<file path="src/rtl/match_window_monitor.sv">
// -----------------------------------------------------------------------------
// match_window_monitor
//
// Purpose:
//   Consumes the single-cycle match pulse of a serial sequence detector and
//   counts the matches over repeating windows of programmable length. It keeps
//   the count of the last completed window and a saturating lifetime total.
//   A sticky alarm is raised when the matches in one window reach a threshold.
//
// Configuration macro:
//   MATCH_WIN_PEAK_EN - when defined, adds o_peak_cnt, the largest window
//                       count seen since reset or the last clear.
//
// Ports:
//   i_clk        system clock, all state updates on the rising edge
//   i_rst_n      asynchronous reset, active low
//   i_en         monitor enable; low aborts the window and returns to idle
//   i_clr        synchronous clear of counters, alarm and peak
//   i_match      detector output; each high cycle counts as one match
//   i_win_len    window length in clock cycles (0 behaves as 1), sampled at
//                every window start
//   i_thresh     alarm threshold; 0 disables the alarm
//   o_win_cnt    matches so far in the current window
//   o_last_cnt   final count of the last completed window
//   o_total_cnt  saturating lifetime match count
//   o_win_done   one-cycle pulse in the first cycle after a window closes
//   o_alarm      sticky alarm flag
//   o_peak_cnt   (MATCH_WIN_PEAK_EN only) highest closing window count
// -----------------------------------------------------------------------------
module match_window_monitor #(
    parameter int CNT_W = 8,
    parameter int WIN_W = 8
) (
    input  logic             i_clk,
    input  logic             i_rst_n,
    input  logic             i_en,
    input  logic             i_clr,
    input  logic             i_match,
    input  logic [WIN_W-1:0] i_win_len,
    input  logic [CNT_W-1:0] i_thresh,
    output logic [CNT_W-1:0] o_win_cnt,
    output logic [CNT_W-1:0] o_last_cnt,
    output logic [CNT_W-1:0] o_total_cnt,
    output logic             o_win_done,
`ifdef MATCH_WIN_PEAK_EN
    output logic [CNT_W-1:0] o_peak_cnt,
`endif
    output logic             o_alarm
);

    typedef enum logic [1:0] {
        S_IDLE  = 2'd0,
        S_RUN   = 2'd1,
        S_ALARM = 2'd2
    } state_t;

    localparam logic [CNT_W-1:0] CNT_MAX = {CNT_W{1'b1}};
    localparam logic [WIN_W-1:0] LEN_ONE = {{(WIN_W-1){1'b0}}, 1'b1};

    state_t           r_state;
    logic [WIN_W-1:0] r_timer;
    logic [WIN_W-1:0] r_len;
    logic [CNT_W-1:0] r_win_cnt;
    logic [CNT_W-1:0] r_last_cnt;
    logic [CNT_W-1:0] r_total_cnt;
    logic             r_win_done;
    logic             r_alarm;
`ifdef MATCH_WIN_PEAK_EN
    logic [CNT_W-1:0] r_peak_cnt;
    logic [CNT_W-1:0] w_peak_next;
`endif

    logic [WIN_W-1:0] w_len_eff;
    logic [CNT_W:0]   w_win_sum;
    logic [CNT_W:0]   w_total_sum;
    logic [CNT_W-1:0] w_win_next;
    logic [CNT_W-1:0] w_total_next;
    logic             w_win_last;
    logic             w_thresh_hit;

    // A zero window length would never close; treat it as one cycle.
    assign w_len_eff = (i_win_len == '0) ? LEN_ONE : i_win_len;

    // One extra bit catches the carry out; a carry means the counter was
    // already at its maximum, so the result saturates instead of wrapping.
    assign w_win_sum    = {1'b0, r_win_cnt}   + {{CNT_W{1'b0}}, i_match};
    assign w_total_sum  = {1'b0, r_total_cnt} + {{CNT_W{1'b0}}, i_match};
    assign w_win_next   = w_win_sum[CNT_W]   ? CNT_MAX : w_win_sum[CNT_W-1:0];
    assign w_total_next = w_total_sum[CNT_W] ? CNT_MAX : w_total_sum[CNT_W-1:0];

    // r_len is never zero while a window is running.
    assign w_win_last   = (r_timer == (r_len - LEN_ONE));

    // The match arriving this cycle already counts toward the threshold.
    assign w_thresh_hit = (i_thresh != '0) && (w_win_sum >= {1'b0, i_thresh});

`ifdef MATCH_WIN_PEAK_EN
    assign w_peak_next  = (w_win_next > r_peak_cnt) ? w_win_next : r_peak_cnt;
`endif

    always_ff @(posedge i_clk or negedge i_rst_n) begin
        if (!i_rst_n) begin
            r_state     <= S_IDLE;
            r_timer     <= '0;
            r_len       <= '0;
            r_win_cnt   <= '0;
            r_last_cnt  <= '0;
            r_total_cnt <= '0;
            r_win_done  <= 1'b0;
            r_alarm     <= 1'b0;
`ifdef MATCH_WIN_PEAK_EN
            r_peak_cnt  <= '0;
`endif
        end else begin
            r_win_done <= 1'b0;
            if (i_clr) begin
                // Clear dominates: a match this cycle is dropped and a window
                // closing this cycle produces no done pulse.
                r_win_cnt   <= '0;
                r_last_cnt  <= '0;
                r_total_cnt <= '0;
                r_alarm     <= 1'b0;
                r_timer     <= '0;
                r_len       <= w_len_eff;
                r_state     <= i_en ? S_RUN : S_IDLE;
`ifdef MATCH_WIN_PEAK_EN
                r_peak_cnt  <= '0;
`endif
            end else begin
                case (r_state)
                    S_IDLE: begin
                        if (i_en) begin
                            r_state <= S_RUN;
                            r_timer <= '0;
                            r_len   <= w_len_eff;
                        end
                    end

                    S_RUN, S_ALARM: begin
                        if (!i_en) begin
                            // Abort: the partial window is discarded, while
                            // alarm, total and last count are kept.
                            r_state   <= S_IDLE;
                            r_win_cnt <= '0;
                            r_timer   <= '0;
                        end else begin
                            r_total_cnt <= w_total_next;
                            if ((r_state == S_RUN) && w_thresh_hit) begin
                                r_state <= S_ALARM;
                                r_alarm <= 1'b1;
                            end
                            if (w_win_last) begin
                                r_last_cnt <= w_win_next;
                                r_win_cnt  <= '0;
                                r_win_done <= 1'b1;
                                r_timer    <= '0;
                                r_len      <= w_len_eff;
`ifdef MATCH_WIN_PEAK_EN
                                r_peak_cnt <= w_peak_next;
`endif
                            end else begin
                                r_win_cnt <= w_win_next;
                                r_timer   <= r_timer + LEN_ONE;
                            end
                        end
                    end

                    default: begin
                        r_state <= S_IDLE;
                    end
                endcase
            end
        end
    end

    assign o_win_cnt   = r_win_cnt;
    assign o_last_cnt  = r_last_cnt;
    assign o_total_cnt = r_total_cnt;
    assign o_win_done  = r_win_done;
    assign o_alarm     = r_alarm;
`ifdef MATCH_WIN_PEAK_EN
    assign o_peak_cnt  = r_peak_cnt;
`endif

endmodule

</file>
<file path="config.mk">
export PLATFORM = sky130hd
export DESIGN_NAME = match_window_monitor
export DESIGN_NICKNAME = d
export VERILOG_FILES = /design/src/rtl/match_window_monitor.sv
export SDC_FILE = /design/constraint.sdc
export NUM_CORES = 1
export LEC_CHECK = 0
export ABC_AREA = 1
export CELL_PAD_IN_SITES_DETAIL_PLACEMENT = 0
export CELL_PAD_IN_SITES_GLOBAL_PLACEMENT = 2
export CORE_ASPECT_RATIO = 1.1
export CORE_UTILIZATION = 33
export CTS_CLUSTER_DIAMETER = 200
export CTS_CLUSTER_SIZE = 30
export DETAILED_ROUTE_END_ITERATION = 6
export PLACE_DENSITY_LB_ADDON = 0.1
export SLEW_MARGIN = 20
export SYNTH_ARGS = -nofsm -noshare
export SYNTH_HDL_FRONTEND = slang
export SYNTH_SLANG_ARGS = --single-unit
</file>
<file path="constraint.sdc">
create_clock -name i_clk -period 5.5 [get_ports i_clk]
set_clock_uncertainty 0.15 [all_clocks]
set_input_delay 1.375 -clock i_clk [delete_from_list [all_inputs] [get_ports i_clk]]
set_output_delay 1.375 -clock i_clk [all_outputs]
set_load 0.05 [all_outputs]
</file>
======== Yosys cells after proc, flatten, opt, wreduce, memory -nomap -nowiden ========
Cells that the tools add are included.
word-level totals
  input bits .............................. 21
  register bits after elaboration ......... 44
  output and inout port bits .............. 26
  logic and storage cells ................. 75
cells by class
  muxes and demuxes ....................... 38
  order comparisons ....................... 1
  $add $sub $neg .......................... 4
  reductions and logical operators ........ 17
  eq/ne operators ......................... 7
operators by type and width
  cell                 number
  $mux 8               22
  $pmux 8 s2           2
  $add 8x1->9          2
  $ge 9x8->1           1
  $mux 1               9
  $ne 3x3->1 const B   3
  $add 8x1->8 const B  1
  $eq 8x8->1           1
  $logic_not 8->1      1
  $mux 2               4
  $reduce_bool 2->1    4
  $reduce_bool 8->1    1
  $sub 8x1->8 const B  1
  $reduce_and 2->1     3
  $reduce_and 3->1     2
  $ne 4x4->1 const B   1
  $pmux 2 s2           1
  $reduce_and 4->1     1
  $reduce_bool 3->1    1
  $eq 2x1->1 const B   1
  $eq 2x2->1 const B   1
  $logic_and 1x1->1    2
  $logic_not 2->1      1
  $reduce_or 2->1      1

======== Longest topological paths before layout ========
Gate-level depths: netlist (run 1).
  depth in word-level cells ............... 8
  depth in mapped cells ................... 19
  gate-level depth less buffers ........... 19

======== Worst setup path before layout (run 1) ========
Ideal clock, no wire load.
  path kind ............................... input to register
  from .................................... in i_match
  to ...................................... reg r_state[0]
  required time ........................... 5,234 ps
  arrival time ............................ 3,264 ps
  library setup time ...................... 116 ps
  cell stages on the path ................. 17
  slack ................................... 1,970 ps
  buffers on the path ..................... 0
  path through ............................ ha_1 ha_1 nand2_1 nor2_1 nand3_1 xor2_1 inv_1 ha_1 nand2_1 nor4_1 nand2_1 nand3_1 nand2_1 nand2_1 nand2_1 nand2_1 nand2_1
on the way
  longest elaborated chain between the ends .. 6
ends and longest elaborated chain
  element                            RTL line  source
  from (decl)                        38        input logic i_match,
  $add 8x1->9                        86        assign w_win_sum = {1'b0, r_win_cnt} + {{CNT_W{1'b0}}, i_match};
  $ge 9x8->1                         95        assign w_thresh_hit = (i_thresh != '0) && (w_win_sum >= {1'b0, i_thresh});
  $logic_and 1x1->1                  95
  $logic_and 1x1->1                  148       if ((r_state == S_RUN) && w_thresh_hit) begin
  $ne 4x4->1 (no source line)        --
  $reduce_and 2->1 (no source line)  --
  to (signal assigned)               125       r_state <= i_en ? S_RUN : S_IDLE;
  to (decl)                          60        state_t r_state;
Every way passes these cells.
A chain may end at the register's enable or synchronous reset.

======== Worst setup path in the final report (run 1) ========
Same ends and word-level chain as after synthesis.

==> impl_metrics.csv, run 1 <==
group,metric,value,unit
place,io_buffer_count,46,
place,place_congestion,0.7874,
logic_synthesis,synth_flop_cell,"dfrtp_1",
timing,finalSetupTns,0,ns
clock_network,cts_setup_buffers,0,
timing,rsz0062_at_grt,"false",
timing,worstMarginPinSlew,0.8803,ns
worst_setup_path,crit_path_end_kind,"flip-flop",
clock_network,clockBufferDepth,2,
drt,drt-met1-wl,3.378,mm
pwr,ir_drop,98.90,uV
layout,area_growth,22.42,%
grt,grt_overflow_total,0,
logic_synthesis,synth_compound_area_share,11.78,%
drt,routed_via_density,4.857,
worst_setup_path,arrival,4.08,ns
layout,drive_gt1_share,8.145,%
worst_setup_path,rrSetupSlack,2.67,ns
clock_network,cts_buffers,5,
pwr,total_power,0.0007712,W
logic_synthesis,synth_xor_area_share,3.587,%
layout,nets,479,
logic_synthesis,yosys_warnings,0,
floorplanning,dieArea,9261,sq um
logic_synthesis,synth_mux_area_share,0,%
timing,finalHoldViolations,0,
logic_synthesis,yosysSeqAreaShare,37.57,%
timing,fmax,248.6,MHz
pwr,internal_power,0.0005038,W
logic_synthesis,synth_common_cells,"nand2_1 (102), inv_1 (55), dfrtp_1 (44)",
logic_synthesis,ys_ff_latch,44,
grt,grt_pass1_wl,12.37,mm
run_status,status,"finished clean",
pwr,combinationalPowerShare,25.3,%
drt,wl_met3,164,microns
grt,antenna_found_initial,0,
logic_synthesis,synth.top_cell.area_share,37.57,%
grt,grt_start_max_net_pins,45,
drt,vias,2686,
drt,highest_layer,"met4",
grt,grt_pass1_vias,2572,
logic_synthesis,synth.most_common_cell,"nand2_1",
drt,wl_per_cell,13.18,microns
logic_synthesis,synthArstFlopShare,100.0,%
drt,firstDrtPassIters,4,
clock_network,numClockSinks,44,
clock_network,postCtsHoldBufs,0,
min_path,holdCritPathClass,"reg2reg",
pwr,swShare,34.68,%
worst_setup_path,cp-start-kind,"input pin",
logic_synthesis,synth-edff-count,0,
logic_synthesis,yosys.area_share.simple,31.26,%
floorplanning,coreArea,8496,sq um
clock_network,cts.clk_slew.worst_paths,0.10,ns
timing,final_max_slew_viol_count,0,
floorplanning,die_x,91.85,microns
worst_setup_path,crit_type,"in2reg",
clock_network,cts-root-buf,"clkbuf_8",
clock_network,cts_tree,"yes",
floorplanning,start_util,34.49,%
job,cap_violations,0,
worst_setup_path,path_max_fanout,4,
timing,setup_viol,0,
timing,relSlewSlack,41.10,%
layout,fin_util,42.22,%
clock_network,clock_latency,0.30,ns
grt,grt_util_all_layers,16.77,%
drt,routed_wl,7.290,mm
logic_synthesis,synth_cell_types,33,
pwr,p_leak,1.755,nW
logic_synthesis,synthAdderAreaFrac,7.259,%
drt,drc,0,
drt,ant_nets,0,
floorplanning,rows,35,
worst_setup_path,crit_required,5.55,ns
timing,finalCriticalPeriod,4.022,ns
pwr,powerDensity,215.0,nW/um^2
layout,diodes,0,
logic_synthesis,synth_nets,433,
logic_synthesis,synth.area.top_cells,"dfrtp_1 (38%), nand2_1 (13%), ha_1 (7.3%), inv_1 (7.0%), o21ai_0 (5.1%)",
drt,drt-initial-drc-count,87,
timing,finalCritPeriodShare,73.13,%
pwr,power_switching,0.0002675,W
clock_network,cts_resized,0,
logic_synthesis,synth_top_family_by_area,"simple AND/OR/NAND/NOR gates",
logic_synthesis,avgSynthCellArea,7.419,sq um
logic_synthesis,postSynthCellCount,395,
pwr,pwr-share-clk,26.8,%
floorplanning,ios,47,
floorplanning,die_y,100.8,microns
place,hpwl,5.638,mm
logic_synthesis,syn_area,2930,sq um
clock_network,h-tree-depth,2,
pwr,pwr-share-seq,47.9,%
logic_synthesis,yosys.area.top_type,"dfrtp_1",
drt,dr_wl_met2,3.655,mm
## logic make-up (layout without fill, tap and decap cells)
logic type | after synthesis | after routing
DFF | 44 | 44
xor gates and xnor gates | 12 | 12
and+or+nand+nor | 199 | 199
AOI/OAI and AO/OA | 59 | 59
adders and majority gates | 17 | 17
buffers and inverters | 64 | 111
## critical path, cell delays in order
cell and delay, ns:
clkdlybuf4s50_1 0.52, ha_1 0.17, ha_1 0.16, nand2_1 0.07, nor2_1 0.24, nand3_1 0.13
xor2_1 0.21, inv_1 0.07, ha_1 0.31, nand2_1 0.05, nor4_1 0.28, nand2_1 0.08
nand3_1 0.10, nand2_1 0.07, nand2_1 0.08, nand2_1 0.07, nand2_1 0.06, nand2_1 0.04
## worst paths after layout
check	from	to	depth (start not counted)
worst max-delay path	i_match	r_state[0]	18
worst min-delay path	r_state[1]	r_state[1]	2
worst max register to register	o_win_cnt[0]	r_state[0]	17
worst min register to register	r_state[1]	r_state[1]	2
max in group asynchronous	i_rst_n	r_len[6]	1
min in group asynchronous	i_rst_n	r_timer[0]	1
## layout by cell type (no fill, tap or decap), types with 3 or more instances in the layout
cell,count
a21oi_1,11
nor2_2,3
xnor2_1,4
o22ai_1,3
clkbuf_8,5
clkdlybuf4s50_1,45
dfrtp_1,44
o21ai_0,30
inv_1,55
o21ai_2,8
nand3_1,27
nor4_1,4
ha_1,17
nand2_1,102
nor2_1,31
nand4_1,17
nand2_2,4
xor2_1,8
## final cells by class
| class | count | area (sq um) |
|---|---|---|
| timing repair buffer | 47 | 465.4 |
| multi-input combinational | 287 | 1584 |
| fill | 910 | 4908 |
| clock buffer | 5 | 68.82 |
| sequential | 44 | 1101 |
| tap | 111 | 138.9 |
| inverter | 56 | 210.2 |
| clock inverter | 3 | 18.77 |
## registers in the layout (all words and copies together), names as in the netlist
| register | cells |
|---|---|
| o_alarm | 1 |
| o_last_cnt | 8 |
| o_total_cnt | 8 |
| o_win_cnt | 8 |
| o_win_done | 1 |
| r_len | 8 |
| r_state | 2 |
| r_timer | 8 |
## power by group through the flow
stage	Sequential [W]	Combinational [W]	Clock [W]
finish	0.000369	0.000195	0.000207
global route	0.000373	0.000225	0.000226
CTS	0.000370	0.000199	0.000215
detailed placement	0.000377	0.000198	0
global placement	0.000376	0.000197	0
floorplan	0.000378	0.000130	0
## per-stage QoR
stage,instance area [sq um],hold WS (ns),setup WS (ns),cells
floorplan,2930,0.2919,1.970,395
detailed placement,3497,0.3123,1.162,545
global route,3587,0.3712,1.273,553
global placement,3497,0.3149,1.221,545
CTS,3585,0.3373,1.484,553
finish,3587,0.3330,1.478,553
## layer usage
layer	vias to the layer above	GRT usage, %
met5	-	0
met2	40	28.99
met4	0	5.409
li1	1384	-
met3	6	2.413
met1	1256	21.57
Power figures use the tool's default switching activity.
==> run 2: changes to the inputs <==
--- a/config.mk
+++ b/config.mk
@@ -9,7 +9,7 @@
 export CELL_PAD_IN_SITES_DETAIL_PLACEMENT = 0
 export CELL_PAD_IN_SITES_GLOBAL_PLACEMENT = 2
 export CORE_ASPECT_RATIO = 1.1
-export CORE_UTILIZATION = 33
+export CORE_UTILIZATION = 28
 export CTS_CLUSTER_DIAMETER = 200
 export CTS_CLUSTER_SIZE = 30
 export DETAILED_ROUTE_END_ITERATION = 6
==> constraint.sdc (replaced) <==
create_clock -name i_clk -period 3.4 [get_ports i_clk]
set_clock_uncertainty 0.15 [all_clocks]
set_input_delay 0.85 -clock i_clk [delete_from_list [all_inputs] [get_ports i_clk]]
set_output_delay 0.85 -clock i_clk [all_outputs]
set_load 0.05 [all_outputs]
==> run 2 against run 1 <==
- register-to-register slack worse by 1.9 ns
- utilization decreased by 3.9 points
- sequential share of layout area shrank 2.1 points
- worst hold slack gained 0.0097 ns
- worst setup slack got worse by 0.96 ns
- sequential cell count unchanged
- sequential power increased by 62%
- combinational power grew 68%
- wire length up 5.5%
- critical path type unchanged
- largest cell class unchanged
- highest routed layer unchanged
==> impl_metrics.csv, run 2 (same netlist as run 1, synthesis figures left out) <==
group,metric,value,unit
run_status,status,"finished clean",
pwr,combinationalPowerShare,25.7,%
floorplanning,die_y,109.3,microns
clock_network,cts_buffers,5,
timing,finalCriticalPeriod,2.885,ns
timing,finalHoldViolations,0,
worst_setup_path,crit_required,3.44,ns
timing,fmax,346.6,MHz
grt,grt_pass1_vias,2650,
worst_setup_path,cpMostUsedCell,"nand2_1",
worst_setup_path,rrSetupSlack,0.79,ns
floorplanning,rows,38,
drt,drt-initial-drc-count,123,
timing,relSlewSlack,61.76,%
drt,drc,0,
layout,diodes,0,
pwr,powerDensity,331.5,nW/um^2
timing,final_max_slew_viol_count,0,
place,place_area,3646,sq um
worst_setup_path,worstPathCellList,"dlymetal6s2s_1, buf_4, ha_2, nand3_2, nor2_2, inv_1, o21ai_2, inv_1, ha_1, nand2_1, nor4_2, nand2_1, nand3_1, nand2_2, nand2_2, nand2_1, nand2_1, nand2_1",
grt,grt_pass1_wl,12.99,mm
drt,routed_via_density,4.501,
timing,worstMarginPinSlew,0.5736,ns
drt,routed_wl,7.691,mm
pwr,internal_power,0.0008451,W
min_path,holdCritPathClass,"reg2reg",
timing,rsz0062_at_grt,"false",
pwr,ir_drop,169.7,uV
layout,fin_util,38.35,%
floorplanning,coreArea,10030,sq um
grt,antenna_found_initial,0,
clock_network,h-tree-depth,2,
timing,finalCritPeriodShare,84.85,%
worst_setup_path,reg2reg_depth,16,
worst_setup_path,cp_num_buf_inv,4,
drt,wl_per_cell,12.84,microns
timing,setup_viol,0,
floorplanning,dieArea,10880,sq um
floorplanning,die_x,99.54,microns
clock_network,clock_latency,0.29,ns
worst_setup_path,crit_type,"in2reg",
layout,design_area,3847,sq um
pwr,power_switching,0.0004304,W
drt,vias,2696,
layout,area_growth,31.30,%
worst_setup_path,path_delay_family,"simple AND/OR/NAND/NOR gates",
grt,grt_start_max_net_pins,45,
min_path,min_from,"o_last_cnt[4]",
worst_setup_path,cp-start-kind,"input pin",
min_path,min_path_cells,2,
min_path,hold_end,"o_last_cnt[4]",
clock_network,cts_tree,"yes",
pwr,swShare,33.74,%
clock_network,cts-root-buf,"clkbuf_8",
grt,grt_util_all_layers,15.09,%
layout,final_common_cell,"nand2_1",
place,io_buffer_count,46,
grt,grt_overflow_total,0,
layout,final_cell_mix,"nand2_1 (99), inv_1 (55), clkdlybuf4s50_1 (44), dfrtp_1 (44)",
worst_setup_path,slowest_delay,0.29,ns
drt,ant_nets,0,
layout,nets,496,
clock_network,cts.clk_slew.worst_paths,0.09,ns
layout,drive_gt1_share,14.60,%
pwr,pwr-share-seq,46.8,%
drt,firstDrtPassIters,4,
place,place_congestion,0.8476,
worst_setup_path,arrival,2.92,ns
worst_setup_path,critPathSlowestCell,"ha_1",
worst_setup_path,path_max_fanout,3,
pwr,p_leak,1.839,nW
place,hpwl,5.917,mm
clock_network,numClockSinks,44,
clock_network,clockBufferDepth,2,
floorplanning,ios,47,
pwr,pwr-share-clk,27.5,%
worst_setup_path,reg2reg_to,"r_state[0]",
worst_setup_path,crit_path_end_kind,"flip-flop",
floorplanning,start_util,29.21,%
job,cap_violations,0,
pwr,total_power,0.001276,W
layout,n_fill_cell,1060,
worst_setup_path,r2r_start,"o_win_cnt[0]",
run 2: power by group through the flow:
stage               clock (W)  combinational [W]  sequential [W]
global placement            0           0.000330        0.000608
detailed placement          0           0.000330        0.000608
finish               0.000351           0.000328        0.000597
floorplan                   0           0.000210        0.000612
global route         0.000388           0.000383        0.000603
CTS                  0.000366           0.000332        0.000598
run 2: how the worst max path moves through the flow:
stage                 start         end  slack (ns)  depth (start not counted)
floorplan           i_match  r_state[0]        0.39                         17
finish              i_match  r_state[0]        0.52                         18
CTS                 i_match  r_state[1]        0.03                         18
global placement    i_match  r_state[1]       -0.26                         18
global route        i_match  r_state[0]        0.32                         20
detailed placement  i_match  r_state[1]       -0.32                         18
run 2: cell type report:
type | count | area, sq um | area share (%)
Clock inverter | 1 | 7.507 | 0.1951
Sequential cell | 44 | 1101 | 28.62
Clock buffer | 7 | 86.33 | 2.244
Inverter | 56 | 210.2 | 5.463
Tap cell | 140 | 175.2 | 4.553
Timing Repair Buffer | 64 | 595.6 | 15.48
Multi-Input combinational cell | 287 | 1672 | 43.45
run 2: tightest hold or removal path, cell delays in order, from the launching register on:
cell and delay (ns):
dfrtp_1 0.36, nand2_1 0.06, o21ai_2 0.04
run 2: what timing repair did:
item / in CTS / in global routing
buffers inserted: 0 / 2
hold buffers: 0 / 0
setup endpoints to repair: 2 / 3
pin swaps: 0 / 3
cloned: 0 / 0
gates resized for setup: 1 / 17
run 2: per-stage QoR:
stage / worst slack, ns / cells / setup TNS (ns) / hold slack [ns]
after floorplan: 0.3945 / 395 / 0 / 0.2919
after global placement: -0.2606 / 589 / -0.7543 / 0.3131
after detailed placement: -0.3157 / 589 / -0.9039 / 0.3228
after CTS: 0.03095 / 597 / 0 / 0.3459
after global routing: 0.3183 / 599 / 0 / 0.3640
final: 0.5152 / 599 / 0 / 0.3427
run 2: routing by layer:
layer	GRT usage [%]	up-vias	wire (microns)
met5	0	-	0
met4	3.466	0	43
met3	1.907	2	239
met2	25.20	49	3660
met1	20.90	1231	3747
li1	-	1414	-
==> run 3: changes to the inputs <==
==> constraint.sdc (replaced) <==
create_clock -name i_clk -period 2.4 [get_ports i_clk]
set_clock_uncertainty 0.15 [all_clocks]
set_input_delay 0.6 -clock i_clk [delete_from_list [all_inputs] [get_ports i_clk]]
set_output_delay 0.6 -clock i_clk [all_outputs]
set_load 0.05 [all_outputs]
==> run 3 against run 2 <==
- the run now ends with setup timing left
- global-route usage up 1.0 points
- via count rose by 4.3%
- worst hold slack lost 0.12 ns
- wire length increased by 7.1%
- register-to-register slack worse by 0.90 ns
- critical endpoint is now r_state[1]
- sequential power rose by 42%
==> impl_metrics.csv, run 3 (same netlist as run 1, synthesis figures left out) <==
group,metric,value,unit
layout,drive_gt1_share,22.73,%
timing,setup_viol,3,
worst_setup_path,cp_num_buf_inv,1,
timing,relSlewSlack,46.99,%
clock_network,cts.clk_slew.worst_paths,0.09,ns
grt,grt_start_max_net_pins,31,
layout,fin_util,41.21,%
layout,final_common_cell,"nand2_1",
floorplanning,dieArea,10880,sq um
worst_setup_path,arrival,2.56,ns
place,place_congestion,0.7862,
timing,finalCriticalPeriod,2.514,ns
worst_setup_path,cpMostUsedCell,"nand2_2",
clock_network,cts-root-buf,"clkbuf_8",
floorplanning,start_util,29.21,%
run_status,violations,"setup timing",
drt,drt-initial-drc-count,107,
grt,grt_pass1_vias,2808,
clock_network,h-tree-depth,2,
clock_network,clock_latency,0.30,ns
place,io_buffer_count,46,
timing,finalCritPeriodShare,104.7,%
drt,firstDrtPassIters,4,
timing,worstMarginPinSlew,0.7952,ns
worst_setup_path,worstPathCellList,"ha_4, ha_4, nand2_4, nor2_4, xor2_2, inv_2, ha_4, nand2_2, nor4_2, nand2_1, nand3_2, nand2_2, nand2_2, nand2_2, nand2_1, nand2_1",
timing,timing.final.ws_setup,-0.1137,ns
grt,grt_overflow_total,0,
layout,diodes,0,
drt,routed_wl,8.235,mm
timing,fmax,397.8,MHz
timing,final_max_slew_viol_count,0,
timing,rsz0062_at_grt,"true",
clock_network,postCtsHoldBufs,0,
min_path,holdCritPathClass,"in2async",
floorplanning,die_x,99.54,microns
drt,routed_via_density,4.508,
timing,finalHoldViolations,0,
clock_network,cts_buffers,5,
grt,grt_util_all_layers,16.10,%
floorplanning,die_y,109.3,microns
worst_setup_path,slowest_delay,0.44,ns
drt,drc,0,
floorplanning,ios,47,
worst_setup_path,crit_required,2.45,ns
clock_network,cts_tree,"yes",
worst_setup_path,path_delay_family,"simple AND/OR/NAND/NOR gates",
place,dp.cells,614,
worst_setup_path,crit_type,"reg2reg",
run_status,status,"complete, but fails checks",
layout,nets,521,
grt,grt_pass1_wl,13.66,mm
layout,final_cell_mix,"nand2_1 (96), inv_1 (51), buf_4 (46)",
worst_setup_path,cp-start-kind,"flip-flop",
layout,fin_cells,624,
floorplanning,coreArea,10030,sq um
worst_setup_path,path_max_fanout,3,
pwr,powerDensity,480.6,nW/um^2
clock_network,numClockSinks,44,
drt,vias,2813,
worst_setup_path,critPathSlowestCell,"dfrtp_2",
clock_network,clockBufferDepth,2,
drt,ant_nets,0,
job,cap_violations,0,
layout,area_growth,41.08,%
worst_setup_path,crit_path_end_kind,"flip-flop",
pwr,p_leak,2.067,nW
grt,antenna_found_initial,0,
floorplanning,rows,38,
pwr,ir_drop,247.3,uV
drt,wl_per_cell,13.20,microns
place,hpwl,6.385,mm
run 3: routing by layer:
| layer | global-route usage (%) | wire [microns] | vias to the layer above |
|---|---|---|---|
| li1 | - | - | 1465 |
| met1 | 20.04 | 3742 | 1304 |
| met2 | 29.37 | 4224 | 37 |
| met3 | 2.352 | 204 | 7 |
| met4 | 3.782 | 63 | 0 |
| met5 | 0 | 0 | - |
run 3: what timing repair did:
action / in CTS / in global routing
pin swaps: 9 / 12
setup endpoints to repair: 3 / 7
hold endpoints to repair: 0 / 0
gates resized for setup: 20 / 10
buffers inserted: 0 / 2
run 3: area by class of cell:
class / instances / area (sq um)
Sequential cell: 44 / 1104
Clock inverter: 2 / 38.79
Clock buffer: 6 / 82.58
Inverter: 56 / 210.2
Tap cell: 140 / 175.2
Timing Repair Buffer: 89 / 790.8
Fill cell: 1070 / 5898
Multi-Input combinational cell: 287 / 1733
run 3: metrics by stage:
step | hold slack [ns] | TNS [ns] | setup WS (ns) | total power (W) | area (sq um)
after floorplan | 0.1544 | -0.4394 | -0.1616 | 0.001169 | 3003
after global placement | 0.3131 | -7.506 | -0.9535 | 0.001390 | 3911
after detailed placement | 0.3159 | -7.425 | -0.9600 | 0.001393 | 3911
after CTS | 0.2541 | -0.4503 | -0.1534 | 0.002020 | 4093
after global routing | 0.2715 | -0.8748 | -0.3124 | 0.002126 | 4134
final | 0.2267 | -0.3196 | -0.1137 | 0.001987 | 4134
run 3: power breakdown:
part / switching [W] / total, W / internal, W / leakage (nW)
clock network: 0.000272 / 0.000612 / 0.000341 / 0.0614
logic: 0.000308 / 0.000527 / 0.000219 / 1.41
registers: 0.0000642 / 0.000847 / 0.000783 / 0.593
run 3: worst paths after layout:
path,endpoint,start,slack (ns),cells after the start
setup / recovery,r_state[1],o_win_cnt[0],-0.11,16
hold / removal,o_total_cnt[7],i_rst_n,0.23,1
setup reg to reg,r_state[1],o_win_cnt[0],-0.11,16
hold reg to reg,r_state[1],r_state[1],0.34,2
max in group asynchronous,o_last_cnt[2],i_rst_n,1.31,2
min in group i_clk,r_state[1],r_state[1],0.34,2
